## src/rtl/fp_csa_pkg.sv

```systemverilog
// Shared types and default sizes for the carry-save group accumulator.
package fp_csa_pkg;

  localparam int DEF_WIDTH = 29;
  localparam int DEF_CNT_W = 8;

  typedef enum logic [1:0] {
    IDLE = 2'd0,
    ACC  = 2'd1,
    HOLD = 2'd2
  } state_e;

endpackage

```

## src/rtl/csa_accum_csa32.sv

```systemverilog
// One row of 3:2 compressors; cy is the carry vector already shifted into place.
module csa32
  import fp_csa_pkg::*;
#(
  parameter int WIDTH = DEF_WIDTH
) (
  input  logic [WIDTH-1:0] a,
  input  logic [WIDTH-1:0] b,
  input  logic [WIDTH-1:0] c,
  output logic [WIDTH-1:0] s,
  output logic [WIDTH-1:0] cy
);

  // The MSB majority would be shifted out, so it is never formed.
  logic [WIDTH-2:0] maj_lo;

  always_comb begin
    s      = a ^ b ^ c;
    maj_lo = (a[WIDTH-2:0] & b[WIDTH-2:0])
           | (a[WIDTH-2:0] & c[WIDTH-2:0])
           | (b[WIDTH-2:0] & c[WIDTH-2:0]);
    cy     = {maj_lo, 1'b0};
  end

endmodule

```

## src/rtl/csa_accum.sv

```systemverilog
// Accumulates a group of terms in carry-save form and presents the redundant
// (sum, carry) pair to a downstream carry-select adder.
module csa_accum
  import fp_csa_pkg::*;
#(
  parameter int WIDTH = DEF_WIDTH,
  parameter int CNT_W = DEF_CNT_W
) (
  input  logic             clk,
  input  logic             rst,
  input  logic             i_valid,
  output logic             o_ready,
  input  logic [WIDTH-1:0] i_data,
  input  logic             i_last,
  output logic             o_valid,
  input  logic             i_ready,
  output logic [WIDTH-1:0] o_X_0,
  output logic [WIDTH-1:0] o_X_1,
  output logic [CNT_W-1:0] o_cnt,
  output logic             o_sat,
  output state_e           o_dbg_state
);

  // Handshakes: a transfer happens on a rising edge where valid && ready are
  // both high; a producer holding valid keeps its payload stable until then.

  localparam logic [CNT_W-1:0] CNT_MAX = '1;
  localparam logic [CNT_W-1:0] CNT_ONE = CNT_W'(1);

  state_e           state_q, state_d;
  logic [WIDTH-1:0] s_q, s_d;
  logic [WIDTH-1:0] c_q, c_d;
  logic [CNT_W-1:0] cnt_q, cnt_d;
  logic             sat_q, sat_d;
  logic             valid_q, valid_d;

  logic [WIDTH-1:0] csa_s;
  logic [WIDTH-1:0] csa_cy;
  logic             accept;
  logic             start_new;

  csa32 #(.WIDTH(WIDTH)) u_csa32 (
    .a  (s_q),
    .b  (c_q),
    .c  (i_data),
    .s  (csa_s),
    .cy (csa_cy)
  );

  always_comb begin
    o_ready   = (state_q != HOLD) || i_ready;
    accept    = i_valid && o_ready;
    // In HOLD an accepted term implies i_ready, i.e. the result left this cycle.
    start_new = accept && (state_q != ACC);

    state_d = state_q;
    s_d     = s_q;
    c_d     = c_q;
    cnt_d   = cnt_q;
    sat_d   = sat_q;

    if (start_new) begin
      s_d     = i_data;
      c_d     = '0;
      cnt_d   = CNT_ONE;
      sat_d   = 1'b0;
      state_d = i_last ? HOLD : ACC;
    end else if (accept) begin
      s_d = csa_s;
      c_d = csa_cy;
      if (cnt_q == CNT_MAX) begin
        sat_d = 1'b1;
      end else begin
        cnt_d = cnt_q + CNT_ONE;
      end
      state_d = i_last ? HOLD : ACC;
    end else if ((state_q == HOLD) && i_ready) begin
      s_d     = '0;
      c_d     = '0;
      cnt_d   = '0;
      sat_d   = 1'b0;
      state_d = IDLE;
    end

    valid_d = (state_d == HOLD);
  end

  always_ff @(posedge clk or negedge rst) begin
    if (!rst) begin
      state_q <= IDLE;
      s_q     <= '0;
      c_q     <= '0;
      cnt_q   <= '0;
      sat_q   <= 1'b0;
      valid_q <= 1'b0;
    end else begin
      state_q <= state_d;
      s_q     <= s_d;
      c_q     <= c_d;
      cnt_q   <= cnt_d;
      sat_q   <= sat_d;
      valid_q <= valid_d;
    end
  end

  assign o_X_0       = s_q;
  assign o_X_1       = c_q;
  assign o_cnt       = cnt_q;
  assign o_sat       = sat_q;
  assign o_valid     = valid_q;
  assign o_dbg_state = state_q;

endmodule

```

## config.mk

```make
export PLATFORM = sky130hd
export DESIGN_NAME = csa_accum
export DESIGN_NICKNAME = d
export VERILOG_FILES = /design/src/rtl/fp_csa_pkg.sv /design/src/rtl/csa_accum_csa32.sv /design/src/rtl/csa_accum.sv
export SDC_FILE = /design/constraint.sdc
export NUM_CORES = 1
export LEC_CHECK = 0
export BUFFER_PORTS_ARGS = -buffer_cell sky130_fd_sc_hd__buf_2
export CAP_MARGIN = 20
export CORE_ASPECT_RATIO = 0.9
export CORE_MARGIN = 2
export CORE_UTILIZATION = 30
export DETAILED_ROUTE_END_ITERATION = 8
export HOLD_SLACK_MARGIN = 0.1
export PLACE_DENSITY = 0.62
export SKIP_CTS_REPAIR_TIMING = 1
export SLEW_MARGIN = 20
export SYNTH_ARGS = -nofsm -noshare
export SYNTH_HDL_FRONTEND = slang
export SYNTH_HIERARCHICAL = 1
export SYNTH_SLANG_ARGS = --single-unit
export TNS_END_PERCENT = 1
```

## constraint.sdc

```tcl
create_clock -name clk -period 4.4 [get_ports clk]
set_clock_uncertainty 0.05 [all_clocks]
set_input_delay 0.44 -clock clk [delete_from_list [all_inputs] [get_ports clk]]
set_output_delay 0.44 -clock clk [all_outputs]
set_load 0.005 [all_outputs]
```

After elaboration in Yosys (flattened, before gate mapping)
Cells that the tools add are included.
- $add $sub $neg: 1
- mux-type cells: 17
- eq/ne operators: 7
- bitwise operators: 7
- reduce and logical (&&, ||, !) cells: 7
- operators with widths (operator ; number):
    2-to-1 mux 29 bit ; 5
    AND 28 bit ; 3
    bitwise XOR 29 bit ; 2
    bitwise OR 28 bit ; 2
    2-to-1 mux 8 bit ; 4
    adder 8 x 1 -> 8 bit (second input constant) ; 1
    == test 8 bit (second input constant) ; 1
    2-to-1 mux 2 bit ; 4
    == test 2 bit (second input constant) ; 2
    2-to-1 mux 1 bit ; 4
    AND reduction 2 bit ; 2
    logical AND 1 bit ; 3
    inequality test 3 x 1 -> 1 bit (second input constant) ; 1
    inequality test 3 bit (second input constant) ; 1
    nonzero test 3 bit ; 1
    inequality test 2 x 1 -> 1 bit (second input constant) ; 1
    inequality test 2 bit (second input constant) ; 1
    logical OR 1 bit ; 1
- input port bits: 34
- word-level logic and storage cells: 45
- flip-flop bits (word level): 70

Depth between registers and ports, before layout
Gate-level depths: netlist of run 1.
- depth after elaboration: 6
- mapped depth: 7
- depth with buffers taken out: 5

Cells and area by module
The synthesis of run 1 kept the hierarchy.
- by module, submodules not included (module ; times used ; sequential area each (µm²) ; cells each ; area each (µm²)):
    csa_accum ; 1 ; 1751.7 ; 257 ; 2876.5
    csa32 ; 1 ; 0.0 ; 31 ; 595.6

Worst setup path before layout of run 1
OpenSTA, ideal clock, no wires.
- path type: flip-flop to flip-flop
- start: register state_q[0], in the netlist o_dbg_state[0]
- end: register cnt_q[1], in the netlist o_cnt[1]
- required time: 4.228 ns
- data arrival time: 1.401 ns
- path buffers: 0
- cell stages (with the launch flop): 5
- slack: 2.827 ns
- cell sequence: dfrtp_1 > nor2b_4 > mux2i_1 > o21ai_1 > a32o_1
- longest elaborated chain between the ends: 6
- elaborated cells on any way between the ends: 12
- those cells by class: eq/ne (4); mux (2); reduce/logical (6)
- RTL lines (element ; line ; RTL):
    from (decl) ; csa_accum.sv:30 ; state_e state_q, state_d;
    from (signal assigned) ; csa_accum.sv:97 ; state_q <= state_d;
    inequality test 2 bit ; csa_accum.sv:51 ; o_ready = (state_q != HOLD) || i_ready;
    logical OR 1 bit ; csa_accum.sv:51 ;
    logical AND 1 bit ; csa_accum.sv:52 ; accept = i_valid && o_ready;
    logical AND 1 bit ; csa_accum.sv:54 ; start_new = accept && (state_q != ACC);
    inequality test 3 bit (no line) / nonzero test 3 bit (equally long branches) ; n/a ;
    AND reduction 2 bit (no line) ; n/a ;
    to (signal assigned) ; csa_accum.sv:100 ; cnt_q <= cnt_d;
    to (decl) ; csa_accum.sv:33 ; logic [CNT_W-1:0] cnt_q, cnt_d;
Parallel ways exist; a longest one is shown, timed or not.
A chain may end at the register's enable or synchronous reset.

Worst setup path in the final report of run 1
- start: register state_q[0], in the netlist o_dbg_state[0]
- end: register s_q[11], in the netlist o_X_0[11]
- longest elaborated chain between the ends: 5
- elaborated cells on any way between the ends: 10
- those cells by class: eq/ne (3); mux (2); reduce/logical (5)
- RTL lines (element ; line ; RTL):
    inequality test 2 bit ; csa_accum.sv:51 ;
    logical OR 1 bit ; csa_accum.sv:51 ;
    logical AND 1 bit ; csa_accum.sv:52 ;
    2-to-1 mux 29 bit / logical AND 1 bit (equally long branches) ; csa_accum.sv:68, csa_accum.sv:54 ;
    2-to-1 mux 29 bit / nonzero test 3 bit (equally long branches) ; n/a ;
    to (signal assigned) ; csa_accum.sv:91 ; s_q <= '0;
    to (signal assigned) ; csa_accum.sv:98 ; s_q <= s_d;
    to (decl) ; csa_accum.sv:31 ; logic [WIDTH-1:0] s_q, s_d;
Parallel ways exist; a longest one is shown, timed or not.

==> results of run 1 <==
## kinds of logic (layout without fill, tap and decap cells)
group                    Yosys count  after routing  share of synthesized area (%)
buffers and inverters             21            125                           3.10
AO/OA/AOI/OAI                     87             87                           19.1
adder cells (fa/ha/maj)           29             29                           16.5
other                              1              1                          0.108
XOR/XNOR                           1              1                          0.685
flip-flops                        70             70                           50.5
AND/OR/NAND/NOR                   76             76                           9.19
multiplexers                       3              3                          0.865
## sequential cells by signal, indices dropped and copies added (netlist names)
signal,flops
o_sat,1
o_dbg_state,2
o_X_1,29
o_X_0,29
o_cnt,8
o_valid,1
## cell type report
class                      instances  area, um2  share of cell area (%)
clock buffer                      16        282                    6.38
inverter                           2       7.51                   0.170
multi-input combinational        197       1630                    37.0
sequential                        70       1750                    39.7
tap                              156        195                    4.42
timing repair buffer             107        546                    12.4
## cell usage in the layout (no fill, tap or decap), drive strengths merged, types with 2 or more instances in the layout
| cell | synthesis | layout |
|---|---|---|
| dfrtp | 70 | 70 |
| a41oi | 2 | 2 |
| a22o | 30 | 30 |
| inv | 2 | 2 |
| a31oi | 3 | 3 |
| buf | 15 | 107 |
| a22oi | 29 | 29 |
| mux2i | 3 | 3 |
| a31o | 2 | 2 |
| nand2 | 67 | 67 |
| a21oi | 10 | 10 |
| fa | 28 | 28 |
| clkbuf | 4 | 16 |
| and2 | 2 | 2 |
| o21ai | 5 | 5 |
| and3 | 3 | 3 |
## final timing paths
kind	startpoint	to	slack, ns	depth (start not counted)
setup / recovery	o_dbg_state[0]$_DFF_PN0_	o_X_0[11]$_DFFE_PN0P_	2.00	5
hold / removal	rst	o_X_0[20]$_DFFE_PN0P_	0.15	1
setup reg to reg	o_dbg_state[0]$_DFF_PN0_	o_X_0[11]$_DFFE_PN0P_	2.00	5
hold reg to reg	o_sat$_DFFE_PN0P_	o_sat$_DFFE_PN0P_	0.48	2
max in group asynchronous	rst	o_X_1[0]$_DFFE_PN0P_	3.50	1
min in group clk	i_last	o_dbg_state[0]$_DFF_PN0_	0.30	2
## through the flow
| stage | cell area, um2 | worst slack (ns) | hold WS (ns) |
|---|---|---|---|
| 2_1_floorplan | 3470 | 2.83 | 0.0944 |
| 3_3_place_gp | 4130 | 2.06 | 0.465 |
| 3_5_place_dp | 4130 | 2.00 | 0.484 |
| 4_1_cts | 4420 | 1.98 | 0.224 |
| 5_1_grt | 4420 | 1.78 | 0.273 |
| 6_report | 4420 | 2.00 | 0.154 |
## power groups by stage
stage / combinational (W) / clock (W) / sequential, W
final: 0.000373 / 0.000682 / 0.000823
after global placement: 0.000365 / 0 / 0.000831
after floorplan: 0.000201 / 0 / 0.000829
after CTS: 0.000383 / 0.000708 / 0.000826
after detailed placement: 0.000379 / 0 / 0.000836
after global routing: 0.000432 / 0.000729 / 0.000843
## critical path, stage by stage, from the launching register on
cell	delay [ns]
dfrtp_1	0.43
nor2b_4	0.25
mux2i_4	0.87
buf_4	0.47
a22oi_1	0.16
nand2_1	0.09
## per-layer routing
layer | global-route usage (%) | vias up | share of wire [%]
met2 | 23.4 | 87 | 48
met1 | 18.7 | 1381 | 45
li1 | - | 1224 | -
met3 | 4.67 | 15 | 5.7
met5 | 0 | - | 0
met4 | 5.16 | 0 | 1.5
==> summary.md, run 1 <==
| Metric | Value |
|---|---|
| Status | `completed` |
| FILL cells | `1118` |
| Sequential power share | `43.8%` |
| Synth warn | `6` |
| Power consumption | `0.00188 W` |
| # H-tree levels | `3` |
| Worst hold path type | `primary input to asynchronous set/reset pin` |
| Initial antenna violation count | `0` |
| Final hold violation count | `0` |
| EDFF count, synth | `0` |
| Port bufs | `104` |
| Initial Util | `30.6%` |
| Cells after synthesis | `288` |
| CTS root buf | `clkbuf_16` |
| Die area | `12500 um2` |
| # DRC | `0` |
| 1st-iter DRT viols | `125` |
| Maxcap violations | `0` |
| Max Slew Vio Count | `0` |
| Worst EP required | `4.62 ns` |
| Syn Area/Cell | `12.1 um2` |
| Synth async-reset ratio | `100%` |
| Dpl cells | `532` |
| DR vias/cell | `4.94` |
| Crit path max fanout | `31` |
| Cell Area, Synth | `3470 um2` |
| Final nets | `450` |
| Post-layout util | `38.9%` |
| Unrepaired setup endpoints after global routing | `false` |
| Wirelength, routed | `8490 um` |
| Post-synth top cells | `70 x dfrtp_1, 67 x nand2_1, 30 x a22o_1` |
| Post-Layout Cell Count | `548` |
| Net Sw Power | `0.000541 W` |
| Data arrival time of the critical path | `2.61 ns` |
| Critical path type | `register to register` |
| Antenna diodes | `0` |
| Power Density | `425 nW/um2` |
| Clock slew at reported path FFs | `0.05 ns` |
| Vias in the first global route | `2858` |
| Sink Count | `70` |
| Clk_lat worst skew | `0.33 ns` |
| Count leader, synth | `dfrtp_1` |
| Internal Pwr Total | `0.00134 W` |
| Die Ht | `106 um` |
| Row cnt | `37` |
| CORE AREA | `11300 um2` |
| CTS Buf Count | `9` |
| # IOs | `105` |
| Clock power share | `36.3%` |
| Post-synthesis cell type count | `31` |
| Startpoint Class | `register` |
| Yosys top cell area share | `50.5%` |
| DRT Pass-1 Iters | `4` |
| Worst slew pin tran | `0.995 ns` |
| Total grt overflow | `0` |
| Synth top area cells | `dfrtp_1 50%, fa_1 16%, a22o_1 7.6%` |
| Comb power frac | `19.8%` |
| TNS Setup | `0 ns` |
| DR vias | `2707` |
| Min Tclk post-route | `2.40 ns` |
| Peak VDD IR | `165 uV` |
| Period utilization | `54.5%` |
| Crit. End Element | `register` |
| Sw Ratio | `28.8%` |
| #FFs+latches synth | `70` |
| Final Setup Violations | `0` |
| Synthesized Nets | `351` |
| Fraction of layout cells with a size suffix above 1 | `31.9%` |
| Area grow syn2layout | `27.2%` |
| Hpwl dp | `5720 um` |
| Dominant cell type by area after synthesis | `dfrtp_1` |
| P_leak | `2.27 nW` |
| Post-DRT Antenna Nets | `0` |
| Worst-case clock buffer depth | `2` |
| Max Clock Freq | `0.417 GHz` |
| Seq/Total Area, Yosys | `50.5%` |
| CTS tree | `built` |
| Max-slew headroom | `32.3%` |
| DR WL/cell | `15.5 um` |
| GR Util All Layers | `14.6%` |
| Final GP Congestion | `0.734` |
| Largest net degree at the start of global routing | `71` |
| First-pass GRT wire length | `14400 um` |
| Horiz. Die Dim | `117 um` |
| Top FF cell, synth | `dfrtp_1` |
Power figures use the tool's default switching activity.
==> run 2: changes to the inputs <==
Clock period 4.4 ns to 2.45 ns, I/O delays scaled along.
==> run 2 against run 1 <==
Compared with the run above: die area is the same; via count rose by 0.66%; core utilization grew 1.0 points; clock-buffer cell count decreased by 4; routed wire length decreased by 1.0%; fmax increased by 41%; sequential share of layout area decreased by 1.0 points; critical path type unchanged; final cell count is 1.3% higher.
==> summary.md, run 2 (synthesis gave the netlist of run 1 again) <==
| Metric | Value |
|---|---|
| Most common cell after layout, fill and taps aside | `buf_2` |
| GR Util All Layers | `14.5%` |
| Fraction of layout cells with a size suffix above 1 | `33.1%` |
| Crit-path cells | `and2b_1 > and2_2 > buf_4 > a22o_1` |
| Largest net degree at the start of global routing | `51` |
| Wirelength, routed | `8400 um` |
| Final nets | `457` |
| Top delay family on crit path | `simple AND/OR/NAND/NOR gates` |
| Area grow syn2layout | `30.6%` |
| FILL cells | `1114` |
| Worst hold path type | `primary input to register` |
| Unrepaired setup endpoints after global routing | `false` |
| Post-DRT Antenna Nets | `0` |
| Die Ht | `106 um` |
| # DRC | `0` |
| Horiz. Die Dim | `117 um` |
| DRT Pass-1 Iters | `4` |
| DR vias/cell | `4.91` |
| Worst-case clock buffer depth | `2` |
| Initial antenna violation count | `0` |
| # H-tree levels | `3` |
| Max Clock Freq | `0.586 GHz` |
| 1st-iter DRT viols | `189` |
| Critical path type | `register to register` |
| Total grt overflow | `0` |
| Crit path max fanout | `21` |
| Row cnt | `37` |
| Startpoint Class | `register` |
| Worst EP required | `2.67 ns` |
| Comb power frac | `19.4%` |
| Sw Ratio | `28.0%` |
| Worst Setup SP | `o_dbg_state[1]$_DFF_PN0_` |
| Initial Util | `30.6%` |
| Net Sw Power | `0.000998 W` |
| Peak VDD IR | `493 uV` |
| First-pass GRT wire length | `14400 um` |
| TNS Setup | `0 ns` |
| CP max-delay cell | `dfrtp_1` |
| Hold path start | `i_data[6]` |
| Sequential power share | `41.3%` |
| Antenna diodes | `0` |
| Max-slew headroom | `55.1%` |
| Final hold violation count | `0` |
| Max incr delay on CP | `0.40 ns` |
| CTS Buf Count | `9` |
| Period utilization | `69.6%` |
| Clock power share | `39.3%` |
| Clk_lat worst skew | `0.33 ns` |
| CP bufs+invs | `1` |
| DR vias | `2725` |
| Hpwl dp | `5850 um` |
| Port bufs | `104` |
| # IOs | `105` |
| Worst slew pin tran | `0.673 ns` |
| Setup WS pre-CTS | `0.741 ns` |
| P_leak | `2.33 nW` |
| Most frequent cells in the layout | `103 x buf_2, 70 x dfrtp_1, 67 x nand2_1, 30 x a22o_1, 29 x a22oi_1` |
| Setup WS post-layout | `0.745 ns` |
| CTS tree | `built` |
| Internal Pwr Total | `0.00256 W` |
| CTS root buf | `clkbuf_16` |
| Max Slew Vio Count | `0` |
| Dpl cells | `537` |
| Sink Count | `70` |
| Maxcap violations | `0` |
| DR WL/cell | `15.1 um` |
| Min Tclk post-route | `1.71 ns` |
| Post-Layout Cell Count | `555` |
| Crit. End Element | `register` |
| Post-layout util | `40.0%` |
| Reg-to-reg startpoint | `o_dbg_state[1]$_DFF_PN0_` |
| Final Setup Violations | `0` |
| Final GP Congestion | `0.789` |
| Clock slew at reported path FFs | `0.06 ns` |
| Status | `completed` |
| Data arrival time of the critical path | `1.92 ns` |
| Vias in the first global route | `2856` |
| Die area | `12500 um2` |
| CORE AREA | `11300 um2` |
| Power Density | `785 nW/um2` |
run 2: cell types whose count changed in the layout (fill, tap and decap cells not counted), sizes merged:
cell / previous run / this run
bufinv: 0 / 2
dlygate4sd3: 0 / 2
clkinv: 0 / 2
buf: 107 / 112
clkbuf: 16 / 12
run 2: metal layers:
| layer | global-route usage, % | up-vias | wire length (um) |
|---|---|---|---|
| li1 | - | 1237 | - |
| met1 | 18.9 | 1401 | 3800 |
| met2 | 22.6 | 78 | 3980 |
| met3 | 5.42 | 9 | 515 |
| met4 | 4.73 | 0 | 108 |
| met5 | 0 | - | 0 |
run 2: cell type report:
| cell class | count | area (um2) | share of cell area, % |
|---|---|---|---|
| Tap cell | 156 | 195 | 4.31 |
| Inverter | 2 | 7.51 | 0.166 |
| Clock buffer | 12 | 246 | 5.44 |
| Clock inverter | 4 | 70.1 | 1.55 |
| Sequential cell | 70 | 1750 | 38.6 |
| Multi-Input combinational cell | 197 | 1630 | 36.0 |
| Timing Repair Buffer | 114 | 628 | 13.9 |
run 2: power by group through the flow:
stage	sequential, W	clock, W	combinational (W)
CTS	0.00148	0.00145	0.000705
finish	0.00147	0.00140	0.000690
global route	0.00151	0.00150	0.000797
global placement	0.00149	0	0.000677
detailed placement	0.00149	0	0.000702
floorplan	0.00149	0	0.000362
run 2: tightest hold or removal path: stages:
cell,delay [ns]
buf_2,0.09
a22oi_1,0.06
nand2_1,0.06
run 2: through the flow:
stage	power, W	area (um2)	hold slack, ns
global route	0.00380	4530	0.115
detailed placement	0.00220	4200	0.283
floorplan	0.00185	3470	-0.101
finish	0.00356	4530	0.109
CTS	0.00363	4510	-0.0733
global placement	0.00217	4200	0.274
run 2: path summary, 6_finish.rpt:
kind | endpoint | slack (ns) | cells after the start
setup / recovery | o_X_1[27]$_DFFE_PN0P_ | 0.74 | 4
hold / removal | o_X_0[6]$_DFFE_PN0P_ | 0.11 | 3
setup reg to reg | o_X_1[27]$_DFFE_PN0P_ | 0.74 | 4
hold reg to reg | o_sat$_DFFE_PN0P_ | 0.48 | 2
max in group asynchronous | o_X_0[7]$_DFFE_PN0P_ | 1.33 | 3
min in group asynchronous | o_X_0[20]$_DFFE_PN0P_ | 0.46 | 2
==> run 3: changes to the inputs <==
Settings changed: PLACE_DENSITY 0.62 to 0.64.
Clock period 2.45 ns to 1.5 ns, I/O delays scaled along.
==> run 3 against run 2 <==
Compared with the run above: the flow now finishes with violations (negative setup slack); first-iteration DRC count down 6.3%; die area unchanged; final cell count up 7.9%; power up 61%; flip-flop and latch count unchanged; global-route usage down 0.16 points; sequential share of layout area down 4.1 points; fmax up 11%; via count up 8.0%; largest cell class unchanged; largest power group unchanged; highest routed layer unchanged.
==> summary.md, run 3 (synthesis gave the netlist of run 1 again) <==
| Metric | Value |
|---|---|
| Status | `complete, but fails checks` |
| Failing checks | `negative setup slack` |
| Peak VDD IR | `653 uV` |
| Net Sw Power | `0.00168 W` |
| Sw Ratio | `29.3%` |
| Final nets | `502` |
| Initial antenna violation count | `0` |
| Setup WS post-layout | `-0.0343 ns` |
| CTS Buf Count | `9` |
| Internal Pwr Total | `0.00406 W` |
| Vias in the first global route | `2798` |
| CORE AREA | `11300 um2` |
| Data arrival time of the critical path | `1.69 ns` |
| Sink Count | `70` |
| Clk_lat worst skew | `0.33 ns` |
| Max Clock Freq | `0.652 GHz` |
| DR WL/cell | `15.8 um` |
| Critical path type | `register to register` |
| Die Ht | `106 um` |
| Final GP Congestion | `0.788` |
| Final Setup Violations | `5` |
| Maxcap violations | `0` |
| Largest net degree at the start of global routing | `35` |
| CTS tree | `built` |
| Crit path max fanout | `11` |
| Most frequent cells in the layout | `103 x buf_2, 70 x dfrtp_1, 65 x nand2_1, 32 x dlygate4sd3_1, 30 x a22o_1` |
| Hold path cells | `3` |
| Total grt overflow | `0` |
| Max Slew Vio Count | `0` |
| Fraction of layout cells with a size suffix above 1 | `35.9%` |
| Crit. End Element | `register` |
| Post-layout util | `44.7%` |
| Post-Layout Cell Count | `599` |
| CTS root buf | `clkbuf_16` |
| Met3 WL | `583 um` |
| Multi-input gate area | `1710 um2` |
| Clock power share | `33.9%` |
| Placed Area | `4300 um2` |
| # H-tree levels | `3` |
| Worst hold path type | `primary input to register` |
| # IOs | `105` |
| Top routing layer used | `met4` |
| Worst EP required | `1.66 ns` |
| Dpl cells | `545` |
| Power consumption | `0.00574 W` |
| Worst-case clock buffer depth | `2` |
| Sequential power share | `42.1%` |
| 1st-iter DRT viols | `177` |
| Area grow syn2layout | `46.1%` |
| GR Util All Layers | `14.4%` |
| DR vias | `2943` |
| Sequential Area | `1750 um2` |
| Most common cell after layout, fill and taps aside | `buf_2` |
| Hpwl dp | `6110 um` |
| Post-route cell area | `5070 um2` |
| Row cnt | `37` |
| # DRC | `0` |
| First-pass GRT wire length | `14200 um` |
| Startpoint Class | `register` |
| Port bufs | `104` |
| R2R depth | `5` |
| Comb power frac | `24.0%` |
| Met2 routed WL | `4640 um` |
| Min Tclk post-route | `1.53 ns` |
| Initial Util | `30.6%` |
| FILL cells | `1060` |
| P_leak | `2.57 nW` |
| M1 wire length | `4130 um` |
| Period utilization | `102%` |
| DR vias/cell | `4.91` |
| Wirelength, routed | `9440 um` |
| Clock slew at reported path FFs | `0.05 ns` |
| Antenna diodes | `0` |
| Die area | `12500 um2` |
| Post-DRT Antenna Nets | `0` |
| Horiz. Die Dim | `117 um` |
| TNS Setup | `-0.0484 ns` |
| Unrepaired setup endpoints after global routing | `true` |
| DRT Pass-1 Iters | `4` |
| Final hold violation count | `0` |
| Power Density | `1130 nW/um2` |
run 3: power by group through the flow:
stage / logic [W] / registers, W / clock network [W]
2_1_floorplan: 0.000593 / 0.00243 / 0
3_3_place_gp: 0.00116 / 0.00243 / 0
3_5_place_dp: 0.00122 / 0.00244 / 0
4_1_cts: 0.00122 / 0.00242 / 0.00201
5_1_grt: 0.00154 / 0.00247 / 0.00210
6_report: 0.00138 / 0.00242 / 0.00195
run 3: path summary, 6_finish.rpt:
| check | slack, ns | start | endpoint |
|---|---|---|---|
| setup reg to reg | -0.03 | o_dbg_state[0]$_DFF_PN0_ | o_cnt[7]$_DFFE_PN0P_ |
| max in group asynchronous | 0.62 | rst | o_X_1[4]$_DFFE_PN0P_ |
| hold / removal | 0.11 | i_valid | o_dbg_state[0]$_DFF_PN0_ |
| hold reg to reg | 0.48 | o_sat$_DFFE_PN0P_ | o_sat$_DFFE_PN0P_ |
| setup / recovery | -0.03 | o_dbg_state[0]$_DFF_PN0_ | o_cnt[7]$_DFFE_PN0P_ |
| min in group asynchronous | 0.25 | rst | o_X_0[20]$_DFFE_PN0P_ |
run 3: through the flow:
step	hold slack (ns)	worst slack (ns)
after floorplan	-0.196	-0.0479
after global placement	0.0603	0.00475
after detailed placement	0.0578	-0.0606
after CTS	-0.293	-0.110
after global routing	0.122	-0.0874
final	0.114	-0.0343
run 3: layout make-up:
class                   instances  area share, %
flip-flops and latches         70           34.5
multi-input cells             197           33.7
repair buffers                159           22.4
clock buffers                  14           5.20
well taps                     156           3.85
inverters                       2          0.148
clock inverters                 1         0.0987
run 3: critical path: stages (launching register included):
cell     delay, ns
dfrtp_1       0.41
and2b_2       0.25
and2_2        0.24
buf_6         0.15
a41oi_1       0.24
a21oi_1       0.07
run 3: metal layers:
| metal | track usage, % | vias to the layer above |
|---|---|---|
| met2 | 23.1 | 119 |
| met5 | 0 | - |
| met3 | 5.36 | 13 |
| met1 | 18.4 | 1480 |
| li1 | - | 1331 |
| met4 | 4.04 | 0 |
